$ cat src/rtl/adder_bist_controller_pkg.sv
// Shared encodings for the carry-save adder BIST controller.
// Latency: n/a (types and helpers only).
// Backpressure: n/a.
package adder_bist_pkg;

    // Sweep patterns. Encoding 3 is reserved and runs as the diagonal sweep.
    typedef enum logic [1:0] {
        MODE_DIAG     = 2'd0,
        MODE_FULL     = 2'd1,
        MODE_FULL_CIN = 2'd2
    } mode_e;

    typedef enum logic [1:0] {
        S_IDLE  = 2'd0,
        S_RUN   = 2'd1,
        S_DRAIN = 2'd2,
        S_DONE  = 2'd3
    } state_e;

    function automatic mode_e decode_mode(input logic [1:0] m);
        case (m)
            2'd1:    return MODE_FULL;
            2'd2:    return MODE_FULL_CIN;
            default: return MODE_DIAG;
        endcase
    endfunction

endpackage

$ cat src/rtl/adder_bist_controller_if.sv
// Operand/result bus between the BIST controller and the adder under test.
// Latency: none (wires only).
// Backpressure: none; the adder must take one operand set per clock.
//   dut_in1/dut_in2/dut_cin : operands, driven by the controller (master)
//   dut_sum                 : adder result, driven by the adder (slave)
interface adder_bist_controller_if #(
    parameter int IN_DATAWIDTH  = 4,
    parameter int OUT_DATAWIDTH = IN_DATAWIDTH + 1
);
    logic [IN_DATAWIDTH-1:0]  dut_in1;
    logic [IN_DATAWIDTH-1:0]  dut_in2;
    logic                     dut_cin;
    logic [OUT_DATAWIDTH-1:0] dut_sum;

    modport master (output dut_in1, output dut_in2, output dut_cin, input dut_sum);
    modport slave  (input dut_in1, input dut_in2, input dut_cin, output dut_sum);
endinterface

$ cat src/rtl/adder_bist_controller_delay_line.sv
// DEPTH-stage shift register aligning issued vectors with the adder's result.
// Latency: DEPTH clocks from d to q.
// Backpressure: none; shifts every clock.
//   clk, rst_n : clock, async active-low reset (all stages clear to 0)
//   d / q      : WIDTH-bit input / output of the delay line
module bist_delay_line #(
    parameter int DEPTH = 1,
    parameter int WIDTH = 1
) (
    input  logic             clk,
    input  logic             rst_n,
    input  logic [WIDTH-1:0] d,
    output logic [WIDTH-1:0] q
);

    logic [WIDTH-1:0] stage [DEPTH];

    always_ff @(posedge clk or negedge rst_n) begin
        if (!rst_n) begin
            for (int i = 0; i < DEPTH; i++) begin
                stage[i] <= '0;
            end
        end else begin
            stage[0] <= d;
            for (int i = 1; i < DEPTH; i++) begin
                stage[i] <= stage[i-1];
            end
        end
    end

    assign q = stage[DEPTH-1];

endmodule

$ cat src/rtl/adder_bist_controller.sv
// On-chip BIST for the FIR carry-save adder: sweeps operands, checks sums, logs first failure.
// Latency: done rises N+DUT_LATENCY+2 clocks after the accepted start (N = vectors in sweep).
// Backpressure: none; one vector per clock, start is ignored while busy.
//   clk, rst_n        : clock, async active-low reset
//   start, mode       : sweep request pulse and pattern select (latched on accept)
//   adder             : operand/result bus to the adder under test (master side)
//   busy, done, pass  : sweep status; pass is meaningful while done is high
//   err_count         : saturating mismatch count for the current/last sweep
//   first_err_*       : operands and observed sum of the first failing vector
module adder_bist_controller
    import adder_bist_pkg::*;
#(
    parameter int IN_DATAWIDTH  = 4,
    parameter int OUT_DATAWIDTH = IN_DATAWIDTH + 1,
    parameter int DUT_LATENCY   = 0,
    parameter int ERR_CNT_WIDTH = 8
) (
    input  logic                     clk,
    input  logic                     rst_n,
    input  logic                     start,
    input  logic [1:0]               mode,
    adder_bist_controller_if.master  adder,
    output logic                     busy,
    output logic                     done,
    output logic                     pass,
    output logic [ERR_CNT_WIDTH-1:0] err_count,
    output logic [IN_DATAWIDTH-1:0]  first_err_in1,
    output logic [IN_DATAWIDTH-1:0]  first_err_in2,
    output logic                     first_err_cin,
    output logic [OUT_DATAWIDTH-1:0] first_err_sum
);

    localparam int W       = IN_DATAWIDTH;
    localparam int CNT_W   = 2 * W + 1;
    localparam int DEPTH   = DUT_LATENCY + 1;
    localparam int DRAIN_W = (DUT_LATENCY > 0) ? $clog2(DUT_LATENCY + 1) : 1;

    typedef struct packed {
        logic                     vld;
        logic [W-1:0]             in1;
        logic [W-1:0]             in2;
        logic                     cin;
        logic [OUT_DATAWIDTH-1:0] gold;
    } vec_t;

    state_e             state;
    mode_e              mode_q;
    logic [CNT_W-1:0]   cnt;
    logic               last_issued;
    logic [DRAIN_W-1:0] drain_cnt;

    logic [W-1:0] v_in1;
    logic [W-1:0] v_in2;
    logic         v_cin;
    logic         v_last;
    logic         issue;
    logic         mismatch;
    vec_t         dl_in;
    vec_t         dl_out;

    // Map the counter onto operands for the latched pattern and flag the final vector.
    // The counter is only as wide as the largest sweep, so "last" is detected by value
    // rather than by comparing against N (which would not fit for the cin sweep).
    always_comb begin
        v_in1  = '0;
        v_in2  = '0;
        v_cin  = 1'b0;
        v_last = 1'b0;
        case (mode_q)
            MODE_FULL: begin
                v_in2  = cnt[W-1:0];
                v_in1  = cnt[2*W-1:W];
                v_last = &cnt[2*W-1:0];
            end
            MODE_FULL_CIN: begin
                v_cin  = cnt[0];
                v_in2  = cnt[W:1];
                v_in1  = cnt[2*W:W+1];
                v_last = &cnt;
            end
            default: begin
                v_in1  = cnt[W-1:0];
                v_in2  = cnt[W-1:0];
                v_last = &cnt[W-1:0];
            end
        endcase
    end

    assign issue = (state == S_RUN) && !last_issued;

    always_comb begin
        dl_in      = '0;
        dl_in.vld  = issue;
        dl_in.in1  = v_in1;
        dl_in.in2  = v_in2;
        dl_in.cin  = v_cin;
        dl_in.gold = OUT_DATAWIDTH'(v_in1) + OUT_DATAWIDTH'(v_in2) + OUT_DATAWIDTH'(v_cin);
    end

    // Stage 0 loads on the same edge as the operand registers, so the output of stage
    // DUT_LATENCY lines up with the adder's sum for that vector.
    bist_delay_line #(
        .DEPTH (DEPTH),
        .WIDTH ($bits(vec_t))
    ) u_align (
        .clk   (clk),
        .rst_n (rst_n),
        .d     (dl_in),
        .q     (dl_out)
    );

    assign mismatch = dl_out.vld && (adder.dut_sum != dl_out.gold);

    always_ff @(posedge clk or negedge rst_n) begin
        if (!rst_n) begin
            state         <= S_IDLE;
            mode_q        <= MODE_DIAG;
            cnt           <= '0;
            last_issued   <= 1'b0;
            drain_cnt     <= '0;
            adder.dut_in1 <= '0;
            adder.dut_in2 <= '0;
            adder.dut_cin <= 1'b0;
            busy          <= 1'b0;
            done          <= 1'b0;
            pass          <= 1'b0;
            err_count     <= '0;
            first_err_in1 <= '0;
            first_err_in2 <= '0;
            first_err_cin <= 1'b0;
            first_err_sum <= '0;
        end else begin
            // Compare runs in every state so in-flight vectors finish during DRAIN.
            if (mismatch) begin
                if (err_count != '1) begin
                    err_count <= err_count + ERR_CNT_WIDTH'(1);
                end
                if (err_count == '0) begin
                    first_err_in1 <= dl_out.in1;
                    first_err_in2 <= dl_out.in2;
                    first_err_cin <= dl_out.cin;
                    first_err_sum <= adder.dut_sum;
                end
            end

            case (state)
                S_IDLE, S_DONE: begin
                    if (start) begin
                        state         <= S_RUN;
                        mode_q        <= decode_mode(mode);
                        cnt           <= '0;
                        last_issued   <= 1'b0;
                        busy          <= 1'b1;
                        done          <= 1'b0;
                        pass          <= 1'b0;
                        err_count     <= '0;
                        first_err_in1 <= '0;
                        first_err_in2 <= '0;
                        first_err_cin <= 1'b0;
                        first_err_sum <= '0;
                    end
                end
                S_RUN: begin
                    if (!last_issued) begin
                        adder.dut_in1 <= v_in1;
                        adder.dut_in2 <= v_in2;
                        adder.dut_cin <= v_cin;
                        cnt           <= cnt + CNT_W'(1);
                        last_issued   <= v_last;
                    end else begin
                        // Final vector has had its cycle on the bus; park the bus at 0.
                        adder.dut_in1 <= '0;
                        adder.dut_in2 <= '0;
                        adder.dut_cin <= 1'b0;
                        drain_cnt     <= '0;
                        state         <= S_DRAIN;
                    end
                end
                S_DRAIN: begin
                    // By the last DRAIN edge every compare has already updated err_count.
                    if (drain_cnt == DRAIN_W'(DUT_LATENCY)) begin
                        state <= S_DONE;
                        busy  <= 1'b0;
                        done  <= 1'b1;
                        pass  <= (err_count == '0);
                    end else begin
                        drain_cnt <= drain_cnt + DRAIN_W'(1);
                    end
                end
                default: state <= S_IDLE;
            endcase
        end
    end

endmodule
$ cat src/flat_wrapper.sv
// flat-port wrapper written by rule: the top's interface ports become plain ports
module adder_bist_controller_flat import adder_bist_pkg::*;
#(
    parameter int IN_DATAWIDTH  = 4,
    parameter int OUT_DATAWIDTH = IN_DATAWIDTH + 1,
    parameter int DUT_LATENCY   = 0,
    parameter int ERR_CNT_WIDTH = 8
)
  (clk, rst_n, start, mode, busy, done, pass, err_count, first_err_in1, first_err_in2, first_err_cin, first_err_sum, adder_dut_in1, adder_dut_in2, adder_dut_cin, adder_dut_sum);
  adder_bist_controller_if #(.IN_DATAWIDTH(IN_DATAWIDTH), .OUT_DATAWIDTH(OUT_DATAWIDTH)) adder_i ();
  input  logic clk;
  input  logic rst_n;
  input  logic start;
  input  logic [1:0] mode;
  output logic busy;
  output logic done;
  output logic pass;
  output logic [ERR_CNT_WIDTH-1:0] err_count;
  output logic [IN_DATAWIDTH-1:0] first_err_in1;
  output logic [IN_DATAWIDTH-1:0] first_err_in2;
  output logic first_err_cin;
  output logic [OUT_DATAWIDTH-1:0] first_err_sum;
  output wire logic [$bits(adder_i.dut_in1)-1:0] adder_dut_in1;
  output wire logic [$bits(adder_i.dut_in2)-1:0] adder_dut_in2;
  output wire logic [$bits(adder_i.dut_cin)-1:0] adder_dut_cin;
  input wire logic [$bits(adder_i.dut_sum)-1:0] adder_dut_sum;
  assign adder_dut_in1 = adder_i.dut_in1;
  assign adder_dut_in2 = adder_i.dut_in2;
  assign adder_dut_cin = adder_i.dut_cin;
  assign adder_i.dut_sum = adder_dut_sum;
  adder_bist_controller #(.IN_DATAWIDTH(IN_DATAWIDTH), .OUT_DATAWIDTH(OUT_DATAWIDTH), .DUT_LATENCY(DUT_LATENCY), .ERR_CNT_WIDTH(ERR_CNT_WIDTH)) u_core (.clk(clk), .rst_n(rst_n), .start(start), .mode(mode), .adder(adder_i), .busy(busy), .done(done), .pass(pass), .err_count(err_count), .first_err_in1(first_err_in1), .first_err_in2(first_err_in2), .first_err_cin(first_err_cin), .first_err_sum(first_err_sum));
endmodule
$ cat config.mk
export PLATFORM = sky130hd
export DESIGN_NAME = adder_bist_controller_flat
export DESIGN_NICKNAME = d
export VERILOG_FILES = /design/src/rtl/adder_bist_controller_pkg.sv /design/src/rtl/adder_bist_controller_if.sv /design/src/rtl/adder_bist_controller_delay_line.sv /design/src/rtl/adder_bist_controller.sv /design/src/flat_wrapper.sv
export SDC_FILE = /design/constraint.sdc
export NUM_CORES = 1
export LEC_CHECK = 0
export ABC_AREA = 1
export BUFFER_PORTS_ARGS = -buffer_cell sky130_fd_sc_hd__buf_2
export CAP_MARGIN = 0
export CORE_MARGIN = 2
export CORE_UTILIZATION = 55
export DETAILED_ROUTE_END_ITERATION = 8
export PLACE_DENSITY_LB_ADDON = 0.08
export SLEW_MARGIN = 20
export SYNTH_ARGS = -nofsm -noshare
export SYNTH_HDL_FRONTEND = slang
export SYNTH_HIERARCHICAL = 1
export SYNTH_SLANG_ARGS = --single-unit
export TNS_END_PERCENT = 30
$ cat constraint.sdc
create_clock -name clk -period 2.95 [get_ports clk]
set_clock_uncertainty 0.1 [all_clocks]
set_input_delay 0.1475 -clock clk [delete_from_list [all_inputs] [get_ports clk]]
set_output_delay 0.1475 -clock clk [all_outputs]
set_load 0.01 [all_outputs]
==> load_flow_metrics.sql <==
INSERT INTO impl_metrics (metric_group, metric, value, unit) VALUES
('outcome', 'status', 'completed', ''),
('detailed_routing', 'vias_per_cell', '4.96', ''),
('sta', 'slew_headroom', '47.5', '%'),
('synthesis', 'synth_area_leader_cell', 'dfrtp_1', ''),
('critical_path', 'r2r_start', 'u_core/mode_q[1]', ''),
('clock_tree', 'clock_tree.buffer_depth', '2', ''),
('floorplanning', 'die_outline_area', '6370', 'sq um'),
('sta', 'final.setup.tns', '0', 'ns'),
('cells_and_area', 'most-common-layout-cells', 'nand2_1 (101), inv_1 (65), dfrtp_1 (63)', ''),
('synthesis', 'synth.lib_cells_used.distinct', '30', ''),
('critical_path', 'path_delay_family', 'adder cells', ''),
('sta', 'finalWorstPathRequiredPeriod', '2.43', 'ns'),
('synthesis', 'yosysWarnings', '6', ''),
('cells_and_area', 'final_cells', '528', ''),
('pwr', 'netSwitchingFraction', '43.3', '%'),
('critical_path', 'crit_required', '3.10', 'ns'),
('synthesis', 'synth_area_per_cell', '8.08', 'sq um'),
('critical_path', 'crit_slowest_cell', 'fa_1', ''),
('detailed_routing', 'post-route-drc-count', '0', ''),
('pwr', 'p_seq_share', '36.4', '%'),
('synthesis', 'syn-num-nets', '416', ''),
('critical_path', 'regToRegSetupSlack', '0.52', 'ns'),
('sta', 'setup_viol', '0', ''),
('floorplanning', 'fp.dieH', '79.8', 'microns'),
('cells_and_area', 'most_common_library_cell_in_the_layout_ignoring_fill_and_taps', 'nand2_1', ''),
('critical_path', 'regToRegEndpoint', 'u_core/u_align/q[4]', ''),
('global_route', 'grt_antenna_before_repair', '0', ''),
('global_route', 'grt_remaining_overflow', '0', ''),
('flow_run', 'max_cap_viol_count', '0', ''),
('hold_path', 'min_delay_worst_endpoint', 'u_core/err_count[3]', ''),
('pwr', 'power.switching', '0.00168', 'W'),
('cells_and_area', 'finish.net_count', '476', ''),
('sta', 'max_freq', '411', 'MHz'),
('critical_path', 'top_fanout_value_on_the_critical_path', '7', ''),
('detailed_routing', 'drtIter0Drc', '199', ''),
('global_route', 'grt_pass1_wl', '11200', 'microns'),
('floorplanning', 'rows', '27', ''),
('sta', 'setup_repair_after_global_routing_missed_its_margin', 'no', ''),
('placed_design', 'routabilityCongestion', '0.916', ''),
('synthesis', 'synth_seq_cells', '63', ''),
('placed_design', 'place.port_buffers', '43', ''),
('placed_design', 'numPlacedInstances', '504', ''),
('critical_path', 'timing.critical_path.slowest_cell_delay', '0.50', 'ns'),
('critical_path', 'path_class', 'reg2reg', ''),
('pwr', 'leakage', '2.10', 'nW'),
('clock_tree', 'tritoncts', 'done', ''),
('pwr', 'power-per-cell-area', '1040', 'nW/um^2'),
('critical_path', 'reg2reg_depth', '7', ''),
('pwr', 'power.share.combinational', '46.3', '%'),
('critical_path', 'startpoint_type', 'flop', ''),
('sta', 'slew_violations', '0', ''),
('clock_tree', 'post_cts.repair.setup_buffers', '0', ''),
('floorplanning', 'initial_utilization', '57.0', '%'),
('pwr', 'ir_drop', '0.662', 'mV'),
('cells_and_area', 'syn2layout_area_growth', '17.6', '%'),
('floorplanning', 'coreArea', '5540', 'sq um'),
('clock_tree', 'cts-resized-gates', '0', ''),
('clock_tree', 'number_of_sinks_handled_by_clock_tree_synthesis', '63', ''),
('sta', 'timing_worst_slew_pin_value', '0.787', 'ns'),
('pwr', 'p_int', '0.00220', 'W'),
('detailed_routing', 'routedWlPerCell', '12.5', 'microns'),
('detailed_routing', 'postRouteWirelength', '6580', 'microns'),
('clock_tree', 'hold_buffers', '8', ''),
('synthesis', 'synth_top_cell_area_share', '49.9', '%'),
('critical_path', 'cp_bufs_invs', '0', ''),
('critical_path', 'cp_dominant_cell_by_count', 'o21ai_0', ''),
('synthesis', 'synth.yosys.seq_area_share', '49.9', '%'),
('hold_path', 'holdCritPathClass', 'in2reg', ''),
('hold_path', 'worstHoldPathCells', '3', ''),
('clock_tree', 'root_buffer', 'clkbuf_8', ''),
('detailed_routing', 'detail_route.first_pass.iterations', '4', '');
[area by class of cell]
| class | count | area, sq um |
|---|---|---|
| tap | 72 | 90.1 |
| sequential | 63 | 1580 |
| clock inverter | 3 | 17.5 |
| clock buffer | 13 | 159 |
| multi-input combinational | 254 | 1290 |
| fill | 488 | 1820 |
| inverter | 68 | 255 |
| timing repair buffer | 55 | 325 |
[sequential cells by signal, summed over array words and instances, names as in the netlist]
| signal | cells |
|---|---|
| u_core/adder.dut_in2 | 4 |
| u_core/err_count | 8 |
| u_core/first_err_in2 | 4 |
| u_core/busy | 1 |
| u_core/adder.dut_cin | 1 |
| u_core/done | 1 |
| u_core/mode_q | 2 |
| u_core/first_err_in1 | 4 |
| u_core/pass | 1 |
| u_core/first_err_sum | 5 |
| u_core/u_align/q | 15 |
| u_core/state | 2 |
| u_core/first_err_cin | 1 |
| u_core/cnt | 9 |
| u_core/last_issued | 1 |
| u_core/adder.dut_in1 | 4 |
[kinds of logic (layout without fill, tap and decap cells)]
group | Yosys count | after routing | share of synthesized area [%]
and+or+nand+nor | 177 | 177 | 23.2
AOI/OAI and AO/OA | 55 | 55 | 9.31
buffers and inverters | 74 | 139 | 9.19
adders and majority gates | 15 | 15 | 6.42
DFF | 63 | 63 | 49.9
xor gates and xnor gates | 7 | 7 | 1.94
[worst max-delay path by stage]
stage                      from                   to  slack [ns]
2_1_floorplan  u_core/mode_q[1]  u_core/u_align/q[2]        0.72
3_3_place_gp   u_core/mode_q[1]  u_core/u_align/q[2]        0.61
3_5_place_dp   u_core/mode_q[0]  u_core/u_align/q[4]        0.53
4_1_cts        u_core/mode_q[1]  u_core/u_align/q[4]        0.51
5_1_grt        u_core/mode_q[1]  u_core/u_align/q[3]        0.31
6_report       u_core/mode_q[1]  u_core/u_align/q[4]        0.52
[layer usage]
layer  global-route usage (%)  part of all wire (%)  vias up  wire [microns]
met1                     30.8                    48     1204            3190
met2                     35.6                    45       66            2950
met3                     6.22                   4.6       15             301
met5                        0                     0        -               0
li1                         -                     -     1336               -
met4                     10.8                   2.2        0             144
[power by group through the flow]
stage / Sequential [W] / Clock (W) / Combinational (W)
2_1_floorplan: 0.00147 / 0 / 0.00118
4_1_cts: 0.00141 / 0.000691 / 0.00180
3_3_place_gp: 0.00142 / 0 / 0.00173
6_report: 0.00141 / 0.000670 / 0.00180
3_5_place_dp: 0.00143 / 0 / 0.00177
5_1_grt: 0.00145 / 0.000730 / 0.00207
[per-stage QoR]
step | total power, W | worst slack (ns) | hold slack [ns] | util [%] | cell area, sq um
3_5_place_dp | 0.00320 | 0.527 | 0.261 | 62.4 | 3460
5_1_grt | 0.00425 | 0.314 | 0.0269 | 67.1 | 3720
3_3_place_gp | 0.00315 | 0.611 | 0.260 | 62.4 | 3460
4_1_cts | 0.00390 | 0.514 | 0.0169 | 67.1 | 3720
6_report | 0.00388 | 0.519 | 0.0283 | 67.1 | 3720
2_1_floorplan | 0.00265 | 0.720 | -0.248 | - | 3160
[synth_stat cells, drive strengths merged]
cell type  instances
nor3               4
nand4              3
a21oi             17
xor2               5
inv               67
dfrtp             63
or2                1
a22o               2
clkinv             1
xnor2              2
fa                 2
o21ai             32
o21a               1
a211oi             1
nand3             17
a2bb2oi            1
ha                13
nor4               1
clkbuf             1
nand2            102
o31ai              1
nor2              49
buf                5
[worst reg2reg max path: stages (launching register included)]
cell	delay (ns)
dfrtp_1	0.42
ha_1	0.41
a21oi_1	0.05
o21ai_0	0.07
o21ai_0	0.19
fa_1	0.50
fa_1	0.41
o21ai_0	0.19
(Power assumes the default switching activity.)
